===== src/rtl/cache_mem_responder.sv =====
// Burst read/write responder in front of a small word-addressed memory.
// Latency: grant one cycle after request in IDLE; read data combinational from the array in RD_DATA.
// Backpressure: read beats hold while rd_ready=0; write beats accepted whenever wr_valid in WR_DATA.
module cache_mem_responder #(
   parameter int mem_depth  = 32,
   parameter int data_width = 32,
   parameter int addr_width = 32
) (
   input  logic                  clk,
   input  logic                  rst,
   input  logic                  rd_req,
   input  logic [addr_width-1:0] rd_addr,
   input  logic [15:0]           rd_len,
   output logic                  rd_gnt,
   output logic                  rd_valid,
   output logic [data_width-1:0] rd_data,
   input  logic                  rd_ready,
   output logic                  rd_done,
   input  logic                  wr_req,
   input  logic [addr_width-1:0] wr_addr,
   input  logic [15:0]           wr_len,
   output logic                  wr_gnt,
   input  logic                  wr_valid,
   input  logic [data_width-1:0] wr_data,
   input  logic                  wr_last,
   output logic                  wr_ready,
   output logic                  wr_done,
   output logic                  len_err,
   output logic                  busy
);

   localparam int IW = $clog2(mem_depth);

   typedef enum logic [2:0] {
      IDLE, RD_GNT, RD_DATA, RD_DONE, WR_GNT, WR_DATA, WR_DONE
   } state_t;

   state_t          state_q, state_d;
   logic [IW-1:0]   addr_q, addr_d;
   logic [15:0]     len_q, len_d;
   logic [16:0]     beat_q, beat_d;
   logic            last_wr_q, last_wr_d;   // 1 = write was the most recent grant

   logic [data_width-1:0] mem_q [mem_depth];

   logic [IW-1:0]   idx;
   logic [16:0]     beat_inc;
   logic            mem_we;

   // Only the low index bits of the request addresses select a word.
   logic unused_addr_bits;
   assign unused_addr_bits = ^{rd_addr[addr_width-1:IW], wr_addr[addr_width-1:IW]};

   // Word index wraps naturally modulo mem_depth; counter saturates at all-ones.
   assign idx      = addr_q + beat_q[IW-1:0];
   assign beat_inc = (beat_q == 17'h1ffff) ? beat_q : beat_q + 17'd1;

   // Next-state, datapath updates and state-decoded outputs.
   always_comb begin
      state_d   = state_q;
      addr_d    = addr_q;
      len_d     = len_q;
      beat_d    = beat_q;
      last_wr_d = last_wr_q;
      mem_we    = 1'b0;
      rd_gnt    = 1'b0;
      rd_valid  = 1'b0;
      rd_data   = '0;
      rd_done   = 1'b0;
      wr_gnt    = 1'b0;
      wr_ready  = 1'b0;
      wr_done   = 1'b0;
      len_err   = 1'b0;
      busy      = (state_q != IDLE);
      case (state_q)
         IDLE: begin
            // On a tie the class not granted last wins.
            if (rd_req && (!wr_req || last_wr_q)) begin
               state_d   = RD_GNT;
               last_wr_d = 1'b0;
            end else if (wr_req) begin
               state_d   = WR_GNT;
               last_wr_d = 1'b1;
            end
         end
         RD_GNT: begin
            rd_gnt  = 1'b1;
            addr_d  = rd_addr[IW-1:0];
            len_d   = rd_len;
            beat_d  = '0;
            state_d = (rd_len == 16'd0) ? RD_DONE : RD_DATA;
         end
         RD_DATA: begin
            rd_valid = 1'b1;
            rd_data  = mem_q[idx];
            if (rd_ready) begin
               beat_d = beat_inc;
               if (beat_inc == {1'b0, len_q}) state_d = RD_DONE;
            end
         end
         RD_DONE: begin
            rd_done = 1'b1;
            state_d = IDLE;
         end
         WR_GNT: begin
            wr_gnt  = 1'b1;
            addr_d  = wr_addr[IW-1:0];
            len_d   = wr_len;
            beat_d  = '0;
            state_d = WR_DATA;
         end
         WR_DATA: begin
            wr_ready = 1'b1;
            if (wr_valid) begin
               mem_we = 1'b1;
               beat_d = beat_inc;
               // Only wr_last ends the burst; the declared length is advisory.
               if (wr_last) state_d = WR_DONE;
            end
         end
         WR_DONE: begin
            wr_done = 1'b1;
            len_err = (beat_q != {1'b0, len_q});
            state_d = IDLE;
         end
         default: state_d = IDLE;
      endcase
   end

   // Control registers with synchronous reset; read wins the first tie.
   always_ff @(posedge clk) begin
      if (rst) begin
         state_q   <= IDLE;
         addr_q    <= '0;
         len_q     <= '0;
         beat_q    <= '0;
         last_wr_q <= 1'b1;
      end else begin
         state_q   <= state_d;
         addr_q    <= addr_d;
         len_q     <= len_d;
         beat_q    <= beat_d;
         last_wr_q <= last_wr_d;
      end
   end

   // Backing store is never cleared; a reset edge blocks the write of that cycle.
   always_ff @(posedge clk) begin
      if (!rst && mem_we) mem_q[idx] <= wr_data;
   end

endmodule

===== config.mk =====
export PLATFORM = sky130hd
export DESIGN_NAME = cache_mem_responder
export DESIGN_NICKNAME = d
export VERILOG_FILES = /design/src/rtl/cache_mem_responder.sv
export SDC_FILE = /design/constraint.sdc
export NUM_CORES = 1
export LEC_CHECK = 0
export ABC_CLOCK_PERIOD_IN_PS = 6000
export CAP_MARGIN = 10
export CORE_ASPECT_RATIO = 0.75
export CORE_MARGIN = 2
export CORE_UTILIZATION = 50
export CTS_CLUSTER_DIAMETER = 100
export DETAILED_ROUTE_END_ITERATION = 7
export GPL_TIMING_DRIVEN = 0
export PLACE_DENSITY = 0.65
export SLEW_MARGIN = 20
export SYNTH_ARGS = -nofsm -noshare
export SYNTH_HDL_FRONTEND = slang
export SYNTH_SLANG_ARGS = --single-unit

===== constraint.sdc =====
create_clock -name clk -period 6 [get_ports clk]
set_input_delay 1.2 -clock clk [delete_from_list [all_inputs] [get_ports clk]]
set_output_delay 1.2 -clock clk [all_outputs]
set_load 0.01 [all_outputs]

-- After elaboration in Yosys (flattened, before gate mapping)
Memory sizes are Yosys's and may differ from the RTL's.
Cells that the tools add are included.
- equal/unequal tests: 14
- multiply operators: 0
- shifts and indexed selects: 0
- bitwise logic cells: 0
- divide/modulo/power cells: 0
- $lt $le $gt $ge: 0
- mux-type cells: 28
- $add $sub $neg: 2
- reduce and logical (&&, ||, !) cells: 15
- operators by type and width (kind ; number):
    two-way mux 17 bit ; 3
    one-hot mux 17 bit (3 select lines) ; 1
    two-way mux 32 bit ; 1
    one-hot mux 16 bit (2 select lines) ; 1
    two-way mux 3 bit ; 6
    adder 17 x 1 -> 17 bit, second input constant ; 1
    equality test 17 x 16 -> 1 bit ; 1
    equality test 17 bit, second input constant ; 1
    != test 17 x 16 -> 1 bit ; 1
    zero test 16 bit ; 1
    one-hot mux 3 bit (5 select lines) ; 1
    two-way mux 1 bit ; 14
    one-hot mux 5 bit (2 select lines) ; 1
    equality test 3 bit, second input constant ; 3
    != test 2 bit, second input constant ; 4
    equality test 3 x 2 -> 1 bit, second input constant ; 2
    nonzero test 3 bit ; 2
    adder 5 bit ; 1
    AND reduction 5 bit ; 1
    nonzero test 2 bit ; 2
    equality test 3 x 1 -> 1 bit, second input constant ; 1
    zero test 3 bit ; 1
    != test 3 bit, second input constant ; 1
    AND reduction 3 bit ; 1
    5 further kinds ; 7
- memories: 1
- latch bits: 0
- input bits: 135
- RAM bits: 1024
- word-level logic and storage cells: 65
- output and inout port bits: 40
- flip-flop bits (word level): 42
- bits in read-only memories: 0
- memories (name ; depth ; bits a word ; rd ports ; clocked after memory_dff ; write ports ; RTL line ; source):
    mem_q ; 32 ; 32 ; 1 ; 0 ; 1 ; 44 ; logic [data_width-1:0] mem_q [mem_depth];

-- Depth between registers and ports, before layout
- depth after elaboration: 6
- gate-level depth with buffers: 11
- mapped depth without buffers: 10

-- Least setup slack after synthesis
No wires, ideal clock.
- path type: flip-flop to flip-flop
- start point: register addr_q[0]
- end point: memory mem_q[11][0] (enable)
- arrival time: 3922 ps
- path slack: 1657 ps
- setup time: 421 ps
- path buffers: 4
- data required time: 5579 ps
- period minus slack after synthesis: 4343 ps
- cell stages (with the launch flop): 9
- path through: dfxtp_1 -> ha_1 -> fa_1 -> clkbuf_1 -> clkbuf_1 -> clkbuf_1 -> buf_1 -> nand3_1 -> nor2_1
- longest elaborated chain between the ends: 1
- ends and longest elaborated chain (element ; RTL line ; source):
    from (decl) ; 39 ; logic [IW-1:0] addr_q, addr_d;
    from (signal assigned) ; 140 ; addr_q <= addr_d;
    adder 5 bit ; 55 ; assign idx = addr_q + beat_q[IW-1:0];
    to (decl) ; 44 ;
Every way passes these cells.

-- Worst setup path after layout
- start point: register addr_q[0]
- end point: output rd_data[0]
- longest elaborated chain between the ends: 3
- ends and longest elaborated chain (element ; RTL line ; source):
    adder 5 bit ; 55 ;
    memory (32 x 32 bit) ; - ;
    two-way mux 32 bit ; 75 ; case (state_q)
    to (decl) ; 16 ; output logic [data_width-1:0] rd_data,
Every way passes these cells.

==> results.md <==
- Port Buffer Count: 119
- Fin. Hold Viols: 0
- Post-Synthesis Cells: 2115
- Clock H-tree levels: 3
- Async SR Flop Fraction: 0
- # setup viols final: 0
- Number of DRC markers in iteration 0: 3752
- Post-layout min period: between 5 and 6 ns
- Highest clock rate: 0.167 GHz
- Vias per cell: 6.54
- First-pass GRT wire length: ~170000 um
- Worst Path Arrival: 4.79 ns
- Number of global-route vias before repair: ~23k
- P&R area growth vs syn: 18.4%
- TNS Setup: 0 ns
- CTS Sinks: 1066
- Antenna Nets Post-Route: 0
- Clock root cell: clkbuf_16
- Placed inst area: 46100 sq um
- Die W: around 340 um
- Via count: ~23k
- Total CTS buffers: 100
- Clock skew: roughly 0.023 ns
- Main flop type after synthesis: edfxtp_1
- Worst-margin pin slew: roughly 1.1 ns
- Top post-synthesis cells by area: edfxtp_1 (74%), mux4_2 (14%), dfxtp_1 (2.0%)
- Critical path fanouts, max: 10
- Seq/Total Area, Yosys: 0.757
- Layout cells sized above 1: 0.259
- Area of the mapped netlist: roughly 42000 sq um
- CP required: 4.80 ns
- Syn_nets: 2256
- Worst-case clock buffer depth: 3
- Leakage power: around 0.015 uW
- Core area: around 82000 sq um
- DRC errors left: 0
- Post-synth EDFFs: 1024
- Endpoint type of the worst setup path: output port
- Starting Density: 0.506
- Clock Latency Late Sink: 0.68 ns
- Total power: 22000 uW
- Boundary Pins: 175
- Syn Area/Cell: 19.7 sq um
- Yosys top cell area share: 0.737
- VDD IR max: between 0.3 and 0.4 mV
- # rows: 91
- Run status: complete, no violations
- HPWL after DPL: 79200 um
- PwrDens: approximately 440 nW/um^2
- 1st-pass router iterations: 5
- NumNets Final: roughly 2.5k
- Max-cap violations: 0
- GR Util All Layers: 0.285
- Slew Limit Fails: 0
- Clock slew seen by the registers of the worst setup and hold paths: roughly 0.06 ns
- Most common cell in the netlist: edfxtp_1
- Post-Layout Inst Area: 49400 sq um
- WL final: 121000 um
- Ys Warns: 0
- WL per Instance: approximately 34 um
- Area leader, netlist: edfxtp_1
- Post-synth top cells: edfxtp_1 (1024), mux4_2 (261), nand2_1 (162)
- Library cells used by synthesis: 67
- Fin crit share: 0.998
- Worst Path Class, Setup: reg2out
- CP startpoint kind: flip-flop
- Worst hold path type: reg2reg
- Register bit count reported by yosys: 1066
- Rel. slew slack: 0.254
- Largest net degree at the start of global routing: 33
- CTS Hold Bufs: 0
- RSZ-0062 raised after global routing: yes
- Initial antenna violation count: 1
- Grt ovf: 0
- Chip Height: 254 um
- Die area: between 80000 and 90000 sq um
- FILL cells: 5882
- Gpl congestion: roughly 0.84
- TritonCTS clock tree: yes
## kinds of logic (layout without fill, tap and decap cells)
logic type	count (synthesis)	in the layout	synth area share
AO/OA/AOI/OAI	228	228	0.0355
flip-flops	1066	1066	0.757
AND/OR/NAND/NOR	387	387	0.0430
multiplexers	270	270	0.143
adder cells (fa/ha/maj)	6	6	0.00198
other	0	1	0
XOR/XNOR	30	30	0.00630
buffers and inverters	128	491	0.0126
## sequential cells by signal, summed over array words and instances (netlist names)
signal     flops
len_q         16
addr_q         5
last_wr_q      1
mem_q       1024
state_q        3
beat_q        17
## report_power, final
part / internal, uW / total [uW] / switching [uW]
clock: 3410 / 6130 / 2720
sequential: 8240 / 8320 / 77.4
combinational: 3030 / 7510 / 4490
## what timing repair did
| item | in CTS | in global routing |
|---|---|---|
| buffers inserted | 3 | 0 |
| hold endpoints to repair | 0 | 0 |
| pin swaps | 1 | 1 |
| gates resized for setup | 77 | 28 |
| setup endpoints to repair | 216 | 20 |
## critical path, cell delays in order (launching register included)
cell and delay (ns):
dfxtp_1 0.32, ha_1 0.23, fa_2 0.80, clkbuf_2 0.38, clkbuf_2 0.47, mux4_2 0.29, nor2_1 0.04, o21ai_0 0.39
o21ai_0 0.25, nor4_2 0.31, clkdlybuf4s50_1 0.62
## placed cells by master, fill, tap and decap left out, types with 18 or more instances in the layout
cell and instances:
clkbuf_4 18, buf_16 46, buf_2 54, clkdlybuf4s50_1 99, clkbuf_2 35, nor3_1 21, a31oi_1 24, nor2_4 33
clkinv_2 18, xnor2_1 18, a21oi_1 44, dfxtp_1 42, clkbuf_1 61, mux4_2 261, o21ai_0 41, nand3_1 39
nand2_1 161, nor2_1 61, o22ai_1 33, edfxtp_1 1024, clkbuf_16 103
## layer usage
layer  GRT usage  wire length, um  vias to the layer above
met5           0                0                        -
met3      0.0675            13400                      292
met4      0.0928             4500                        0
li1            -                -                     9333
met1       0.421            48600                    12300
met2       0.424            54700                     1539
## final cells by class
cell class | count | area (sq um) | share of cell area
inverter | 4 | 15.0 | 0.000304
clock inverter | 48 | 412 | 0.00833
timing repair buffer | 183 | 2680 | 0.0543
sequential | 1066 | 31600 | 0.639
antenna | 1 | 2.50 | 0.0000507
clock buffer | 133 | 2690 | 0.0545
tap | 1116 | 1400 | 0.0283
multi-input combinational | 921 | 9970 | 0.202
buffer | 123 | 638 | 0.0129
## final timing paths
path	startpoint	endpoint	slack [ns]	depth (start not counted)
worst max-delay path	addr_q[0]	rd_data[0]	0.01	10
worst min-delay path	last_wr_q	last_wr_q	0.45	1
worst max register to register	addr_q[0]	mem_q[7][9]	0.91	9
worst min register to register	last_wr_q	last_wr_q	0.45	1
## per-stage QoR
| stage | hold WS [ns] | util | cells | setup WS [ns] |
|---|---|---|---|---|
| 5_1_grt | 0.471 | 0.599 | 3594 | -0.0310 |
| 3_5_place_dp | 0.443 | 0.559 | 3411 | -0.709 |
| 4_1_cts | 0.458 | 0.600 | 3594 | 0.00600 |
| 2_1_floorplan | 0.426 | - | 2115 | 1.66 |
| 3_3_place_gp | 0.438 | 0.537 | 3350 | -2.60 |
| 6_report | 0.453 | 0.599 | 3595 | 0.0128 |
Power figures use the tool's default switching activity.
